===== config.mk =====
export PLATFORM = sky130hd
export DESIGN_NAME = ascon_job_sched
export DESIGN_NICKNAME = d
export VERILOG_FILES = /design/src/rtl/ascon_ctrl_pkg.sv /design/src/rtl/ascon_job_sched_rr_arb2.sv /design/src/rtl/ascon_job_sched.sv
export SDC_FILE = /design/constraint.sdc
export NUM_CORES = 1
export LEC_CHECK = 0
export BUFFER_PORTS_ARGS = -buffer_cell sky130_fd_sc_hd__buf_2
export CAP_MARGIN = 20
export CORE_MARGIN = 2
export CORE_UTILIZATION = 56
export DETAILED_ROUTE_END_ITERATION = 8
export GPL_TIMING_DRIVEN = 0
export PLACE_DENSITY = 0.81
export SYNTH_ARGS = -nofsm -noshare
export SYNTH_HDL_FRONTEND = slang
export SYNTH_SLANG_ARGS = --single-unit

===== constraint.sdc =====
create_clock -name sub_clk_i -period 2.8 [get_ports sub_clk_i]
set_clock_uncertainty 0.05 [all_clocks]
set_input_delay 0.28 -clock sub_clk_i [delete_from_list [all_inputs] [get_ports sub_clk_i]]
set_output_delay 0.28 -clock sub_clk_i [all_outputs]
set_load 0.02 [all_outputs]

===== src/rtl/ascon_ctrl_pkg.sv =====
// Shared types and constants for the ASCON job scheduler slice.
package ascon_ctrl_pkg;

   typedef enum logic [2:0] {
      ST_IDLE  = 3'd0,
      ST_KEY   = 3'd1,
      ST_START = 3'd2,
      ST_RUN   = 3'd3,
      ST_DONE  = 3'd4,
      ST_ERR   = 3'd5
   } sched_state_e;

   localparam logic [1:0] ERR_NONE  = 2'b00;
   localparam logic [1:0] ERR_ZERO  = 2'b01;
   localparam logic [1:0] ERR_NOKEY = 2'b10;
   localparam logic [1:0] ERR_TMO   = 2'b11;

   localparam logic MODE_HASH = 1'b0;
   localparam logic MODE_AEAD = 1'b1;

   function automatic logic [1:0] onehot2(input logic idx);
      return idx ? 2'b10 : 2'b01;
   endfunction

endpackage


===== src/rtl/ascon_job_sched_rr_arb2.sv =====
// Two-way round-robin arbiter; the last winner loses ties.
module rr_arb2
   import ascon_ctrl_pkg::*;
(
   input  logic       sub_clk_i,
   input  logic       sub_rst_i,
   input  logic [1:0] req_vld,
   input  logic       accept,
   output logic       gnt_id,
   output logic       gnt_vld
);

   logic last_grant_r;

   // grant selection from current requests and previous winner
   always_comb begin
      gnt_vld = |req_vld;
      case (req_vld)
         2'b01:   gnt_id = 1'b0;
         2'b10:   gnt_id = 1'b1;
         2'b11:   gnt_id = ~last_grant_r;
         default: gnt_id = 1'b0;
      endcase
   end

   // remember the winner; reset value hands requester 0 the first tie
   always_ff @(posedge sub_clk_i) begin
      if (sub_rst_i) begin
         last_grant_r <= 1'b1;
      end else if (accept && gnt_vld) begin
         last_grant_r <= gnt_id;
      end else begin
         last_grant_r <= last_grant_r;
      end
   end

endmodule


===== src/rtl/ascon_job_sched.sv =====
// Round-robin job scheduler sequencing key load, start pulses and frame counting.
module ascon_job_sched
   import ascon_ctrl_pkg::*;
#(
   parameter int FRAME_W = 8,
   parameter int TMO_W   = 16
)(
   input  logic               sub_clk_i,
   input  logic               sub_rst_i,
   input  logic [1:0]         req_vld_i,
   output logic [1:0]         req_rdy_o,
   input  logic [1:0]         req_mode_i,
   input  logic [1:0]         req_newkey_i,
   input  logic [FRAME_W-1:0] req_frames0_i,
   input  logic [FRAME_W-1:0] req_frames1_i,
   output logic               key_trigger_o,
   output logic               hash_start_o,
   output logic               aead_start_o,
   input  logic               key_done_i,
   input  logic               frame_done_i,
   output logic               busy_o,
   output logic               grant_id_o,
   output logic               done_o,
   output logic               done_id_o,
   output logic               err_o,
   output logic [1:0]         err_code_o
);

   sched_state_e       state_r, state_nxt_s;
   logic [1:0]         code_nxt_s;
   logic               gnt_id_s, gnt_vld_s, accept_s;
   logic               mode_in_s, newkey_in_s, mode_job_s, job_id_s;
   logic [FRAME_W-1:0] frames_in_s;
   logic               mode_r, grant_id_r, key_valid_r;
   logic [FRAME_W-1:0] frames_r, frames_left_r;
   logic [TMO_W-1:0]   wdog_r;
   logic               wdog_max_s, last_frame_s;
   logic               key_trigger_s, hash_start_s, aead_start_s, busy_s;
   logic               done_s, err_s, done_id_s;
   logic [1:0]         err_code_s;

   assign accept_s = (state_r == ST_IDLE);

   rr_arb2 u_arb (
      .sub_clk_i (sub_clk_i),
      .sub_rst_i (sub_rst_i),
      .req_vld   (req_vld_i),
      .accept    (accept_s),
      .gnt_id    (gnt_id_s),
      .gnt_vld   (gnt_vld_s)
   );

   // decode the granted requester's command and job context
   always_comb begin
      mode_in_s    = req_mode_i[gnt_id_s];
      newkey_in_s  = req_newkey_i[gnt_id_s];
      frames_in_s  = gnt_id_s ? req_frames1_i : req_frames0_i;
      mode_job_s   = (state_r == ST_IDLE) ? mode_in_s : mode_r;
      job_id_s     = (state_r == ST_IDLE) ? gnt_id_s : grant_id_r;
      wdog_max_s   = &wdog_r;
      last_frame_s = (frames_left_r == {{(FRAME_W-1){1'b0}}, 1'b1});
      req_rdy_o    = (accept_s && gnt_vld_s) ? onehot2(gnt_id_s) : 2'b00;
   end

   // state register
   always_ff @(posedge sub_clk_i) begin
      if (sub_rst_i) begin
         state_r <= ST_IDLE;
      end else begin
         state_r <= state_nxt_s;
      end
   end

   // next-state and error classification
   always_comb begin
      state_nxt_s = state_r;
      code_nxt_s  = ERR_NONE;
      case (state_r)
         ST_IDLE: begin
            if (!gnt_vld_s) begin
               state_nxt_s = ST_IDLE;
            end else if (frames_in_s == {FRAME_W{1'b0}}) begin
               state_nxt_s = ST_ERR;
               code_nxt_s  = ERR_ZERO;
            end else if (newkey_in_s) begin
               state_nxt_s = ST_KEY;
            end else if ((mode_in_s == MODE_AEAD) && !key_valid_r) begin
               state_nxt_s = ST_ERR;
               code_nxt_s  = ERR_NOKEY;
            end else begin
               state_nxt_s = ST_START;
            end
         end
         ST_KEY: begin
            if (key_done_i) begin
               state_nxt_s = ST_START;
            end else if (wdog_max_s) begin
               state_nxt_s = ST_ERR;
               code_nxt_s  = ERR_TMO;
            end else begin
               state_nxt_s = ST_KEY;
            end
         end
         ST_START: state_nxt_s = ST_RUN;
         ST_RUN: begin
            if (frame_done_i) begin
               state_nxt_s = last_frame_s ? ST_DONE : ST_RUN;
            end else if (wdog_max_s) begin
               state_nxt_s = ST_ERR;
               code_nxt_s  = ERR_TMO;
            end else begin
               state_nxt_s = ST_RUN;
            end
         end
         ST_DONE: state_nxt_s = ST_IDLE;
         ST_ERR:  state_nxt_s = ST_IDLE;
         default: state_nxt_s = ST_IDLE;
      endcase
   end

   // output values for the coming cycle, derived from the transition
   always_comb begin
      key_trigger_s = (state_r != ST_KEY) && (state_nxt_s == ST_KEY);
      hash_start_s  = (state_nxt_s == ST_START) && (mode_job_s == MODE_HASH);
      aead_start_s  = (state_nxt_s == ST_START) && (mode_job_s == MODE_AEAD);
      busy_s        = (state_nxt_s != ST_IDLE);
      done_s        = (state_nxt_s == ST_DONE);
      err_s         = (state_nxt_s == ST_ERR);
      err_code_s    = err_s ? code_nxt_s : ERR_NONE;
      done_id_s     = (done_s || err_s) ? job_id_s : 1'b0;
   end

   // registered outputs
   always_ff @(posedge sub_clk_i) begin
      if (sub_rst_i) begin
         key_trigger_o <= 1'b0;
         hash_start_o  <= 1'b0;
         aead_start_o  <= 1'b0;
         busy_o        <= 1'b0;
         done_o        <= 1'b0;
         err_o         <= 1'b0;
         err_code_o    <= ERR_NONE;
         done_id_o     <= 1'b0;
      end else begin
         key_trigger_o <= key_trigger_s;
         hash_start_o  <= hash_start_s;
         aead_start_o  <= aead_start_s;
         busy_o        <= busy_s;
         done_o        <= done_s;
         err_o         <= err_s;
         err_code_o    <= err_code_s;
         done_id_o     <= done_id_s;
      end
   end

   // job context, frame counter, key validity and watchdog
   always_ff @(posedge sub_clk_i) begin
      if (sub_rst_i) begin
         mode_r        <= MODE_HASH;
         grant_id_r    <= 1'b0;
         frames_r      <= {FRAME_W{1'b0}};
         frames_left_r <= {FRAME_W{1'b0}};
         key_valid_r   <= 1'b0;
         wdog_r        <= {TMO_W{1'b0}};
      end else begin
         if (accept_s && gnt_vld_s) begin
            mode_r     <= mode_in_s;
            grant_id_r <= gnt_id_s;
            frames_r   <= frames_in_s;
         end else begin
            mode_r     <= mode_r;
            grant_id_r <= grant_id_r;
            frames_r   <= frames_r;
         end

         if (state_r == ST_START) begin
            frames_left_r <= frames_r;
         end else if ((state_r == ST_RUN) && frame_done_i) begin
            frames_left_r <= frames_left_r - {{(FRAME_W-1){1'b0}}, 1'b1};
         end else begin
            frames_left_r <= frames_left_r;
         end

         if (key_trigger_s) begin
            key_valid_r <= 1'b0;
         end else if ((state_r == ST_KEY) && key_done_i) begin
            key_valid_r <= 1'b1;
         end else if (err_s && (code_nxt_s == ERR_TMO)) begin
            key_valid_r <= 1'b0;
         end else begin
            key_valid_r <= key_valid_r;
         end

         // progress on either handshake restarts the timeout window
         if ((state_nxt_s != state_r) || key_done_i || frame_done_i) begin
            wdog_r <= {TMO_W{1'b0}};
         end else if ((state_r == ST_KEY) || (state_r == ST_RUN)) begin
            wdog_r <= wdog_r + {{(TMO_W-1){1'b0}}, 1'b1};
         end else begin
            wdog_r <= {TMO_W{1'b0}};
         end
      end
   end

   assign grant_id_o = grant_id_r;

endmodule


==> impl_results.md <==
* Postcts setup bufs at 0
* Die height at 69.6 um
* Asr flop ratio synth at 0%
* First-pass GRT wire length at 9270 um
* Status: finished clean
* Buffer depth of the longest clock path at 2
* Sw Share at 37.4%
* Internal power at 1240 uW
* Post-synth EDFFs at 0
* Post-Syn Area at 2410 um2
* Via-per-instance ratio at 6.00
* # port buffers at 37
* Ports at 38
* Cells after Synth at 279
* CP max FO at 7
* Num CTS Buffers at 5
* CTS H-tree lvls at 2
* Worst-margin pin slew at 783 ps
* Nets at 352
* WL per Instance at 14.7 um
* Sw Pwr at 740 uW
* Post_cts resized at 0
* Tcrit/Tclk final at 94.1%
* Synth unique cells at 48
* TritonCTS clock tree: yes
* Clock Sinks at 48
* #FFs+latches synth at 48
* Core Box Area at 4060 um2
* Final Hold Viols at 0
* Layout area overhead at 14.2%
* Initial antenna violation count at 0
* CTS root buffer: clkbuf_8
* Yosys top cell by area: dfxtp_1
* Setup CP Type: flop to flop
* MaxCap Viol Count at 0
* Synth top area share at 39.9%
* Initial core utilization at 59.4%
* Multi-input gate area at 1350 um2
* Die area at 4840 um2
* Final ANT Viol Nets at 0
* Clock power share at 21.7%
* Largest net degree at the start of global routing at 15
* Overall Global Routing Usage at 23.5%
* Leak at 0.00100 uW
* DP Wirelength at 4020 um
* Combinational Power Share at 34.8%
* Setup TNS at 0 ps
* Sequential area share after synthesis at 39.9%
* GR Overflow Total at 0
* CTS clk-pin slew, worst paths at 90 ps
* Antenna Cells at 0
* Sequential cell fraction of total power at 43.4%
* Share of cells above drive strength 1 at 20.4%
* DRT iter0 DRCs at 171
* Startpoint types: flop
* Post-layout min period at 2630 ps
* Worst vdd ir at 0.450 mV
* Main synth FF type: dfxtp_1
* PnR worst setup slack at 165 ps
* Synth top area cells: dfxtp_1 40%, nor3_2 5.4%, nand2_1 4.4%
* Final WL at 5510 um
* RSZ-0062 raised after global routing: no
* Vias in the first global route at 1992
* Count leader, synth: dfxtp_1
* # fillers at 332
* TritonRoute pass-1 iters at 4
* Post-place setup slack at 303 ps
* PwrDens at 719 nW/um2
* Worst path required time at 2940 ps
* HP Class: input pin to flop
* # setup viols final at 0
* Syn Area/Cell at 8.64 um2
* Yosys warns at 0
* Pins Over Slew Limit at 0
* Clock insertion delay at the later pin of the skew report at 310 ps
* CP endpoint kind: flop
* RePlAce Congestion at 0.938
* # DRC at 0
* # rows at 23
* Register area at 961 um2
* Synthesized Nets at 308
* Chip width at 69.6 um
* Total number of vias at 2244
* Hold-fix buffers, CTS at 0
* Commonest cells in the netlist: 48 x dfxtp_1, 28 x nand2_1, 27 x nor2_1
* Peak Freq at 380 MHz
* Slew headroom at 47.7%
* Critical path arrival at 2780 ps
==> routing by layer <==
layer  part of all wire, %  vias up  wire, um  GRT usage, %
li1                      -     1110         -             -
met1                    49     1045      2700          33.8
met2                    43       78      2400          34.4
met3                   5.8       11       321          5.09
met4                   1.8        0        97          8.50
met5                     0        -         0             0
==> layout by cell type (no fill, tap or decap), types with 5 or more instances in the layout <==
master    synthesis  final
nor3_2           13     13
xor2_1           10     10
nor3_1           13     13
and4_1            5      5
buf_2             4     41
a211oi_1          5      5
dfxtp_1          48     48
clkbuf_1         11     12
a311oi_1          9      9
nor2_1           27     27
clkbuf_8          0      6
inv_1             6      6
a21oi_1          10     10
nor4_1            7      7
o21ai_0           6      6
nand2_1          28     28
nand3_1           9      9
nand4_1           7      7
==> power groups by stage <==
stage | sequential (uW) | clock [uW] | combinational [uW]
floorplan | 881 | 0 | 482
global placement | 868 | 0 | 668
detailed placement | 872 | 0 | 673
CTS | 857 | 433 | 677
global route | 872 | 460 | 757
finish | 859 | 429 | 689
==> path summary, 6_finish.rpt <==
check | endpoint | from | cells after the start | slack, ps
max | key_valid_r | wdog_r[0] | 7 | 170
min | hash_start_o | sub_rst_i | 2 | 190
max reg2reg | key_valid_r | wdog_r[0] | 7 | 170
min reg2reg | frames_left_r[3] | frames_r[3] | 2 | 420
==> per-stage QoR <==
stage | power, uW | cell area (um2) | instances | hold WS (ps) | utilization [%]
finish | 1980 | 2750 | 374 | 189 | 67.8
global route | 2090 | 2750 | 374 | 188 | 67.8
CTS | 1970 | 2750 | 374 | 176 | 67.8
detailed placement | 1540 | 2660 | 366 | 419 | 65.5
global placement | 1540 | 2660 | 366 | 416 | 65.5
floorplan | 1360 | 2410 | 279 | 307 | -
==> sequential cells by signal, summed over array words and instances (netlist names) <==
| register | cells |
|---|---|
| grant_id_o | 1 |
| key_trigger_o | 1 |
| done_o | 1 |
| busy_o | 1 |
| frames_r | 8 |
| mode_r | 1 |
| u_arb.last_grant_r | 1 |
| done_id_o | 1 |
| state_r | 3 |
| err_o | 1 |
| err_code_o | 2 |
| hash_start_o | 1 |
| frames_left_r | 8 |
| key_valid_r | 1 |
| aead_start_o | 1 |
| wdog_r | 16 |
==> critical path, stage by stage, from the launching register on <==
cell and delay, ps:
dfxtp_1 400, ha_1 200, and3_1 150, clkbuf_1 310
nand4_1 230, a211oi_1 500, o21ai_0 230, o41a_1 450
==> cell families (layout without fill, tap and decap cells) <==
group	after synthesis	after routing	synth area share, %
flops	48	48	39.9
buf+inv	23	68	4.10
mux	5	5	2.13
simple gates	135	135	31.7
fa+ha+maj	3	3	1.56
compound gates	51	51	15.6
xor+xnor	14	14	5.09
==> layout make-up <==
class	count	share of cell area, %
clock buffers	7	3.14
repair buffers	37	6.73
flip-flops and latches	48	34.9
well taps	50	2.27
plain buffers	17	2.77
multi-input cells	208	49.1
clock inverters	1	0.273
inverters	6	0.819
Note: power is estimated with default switching activity, not from simulation.
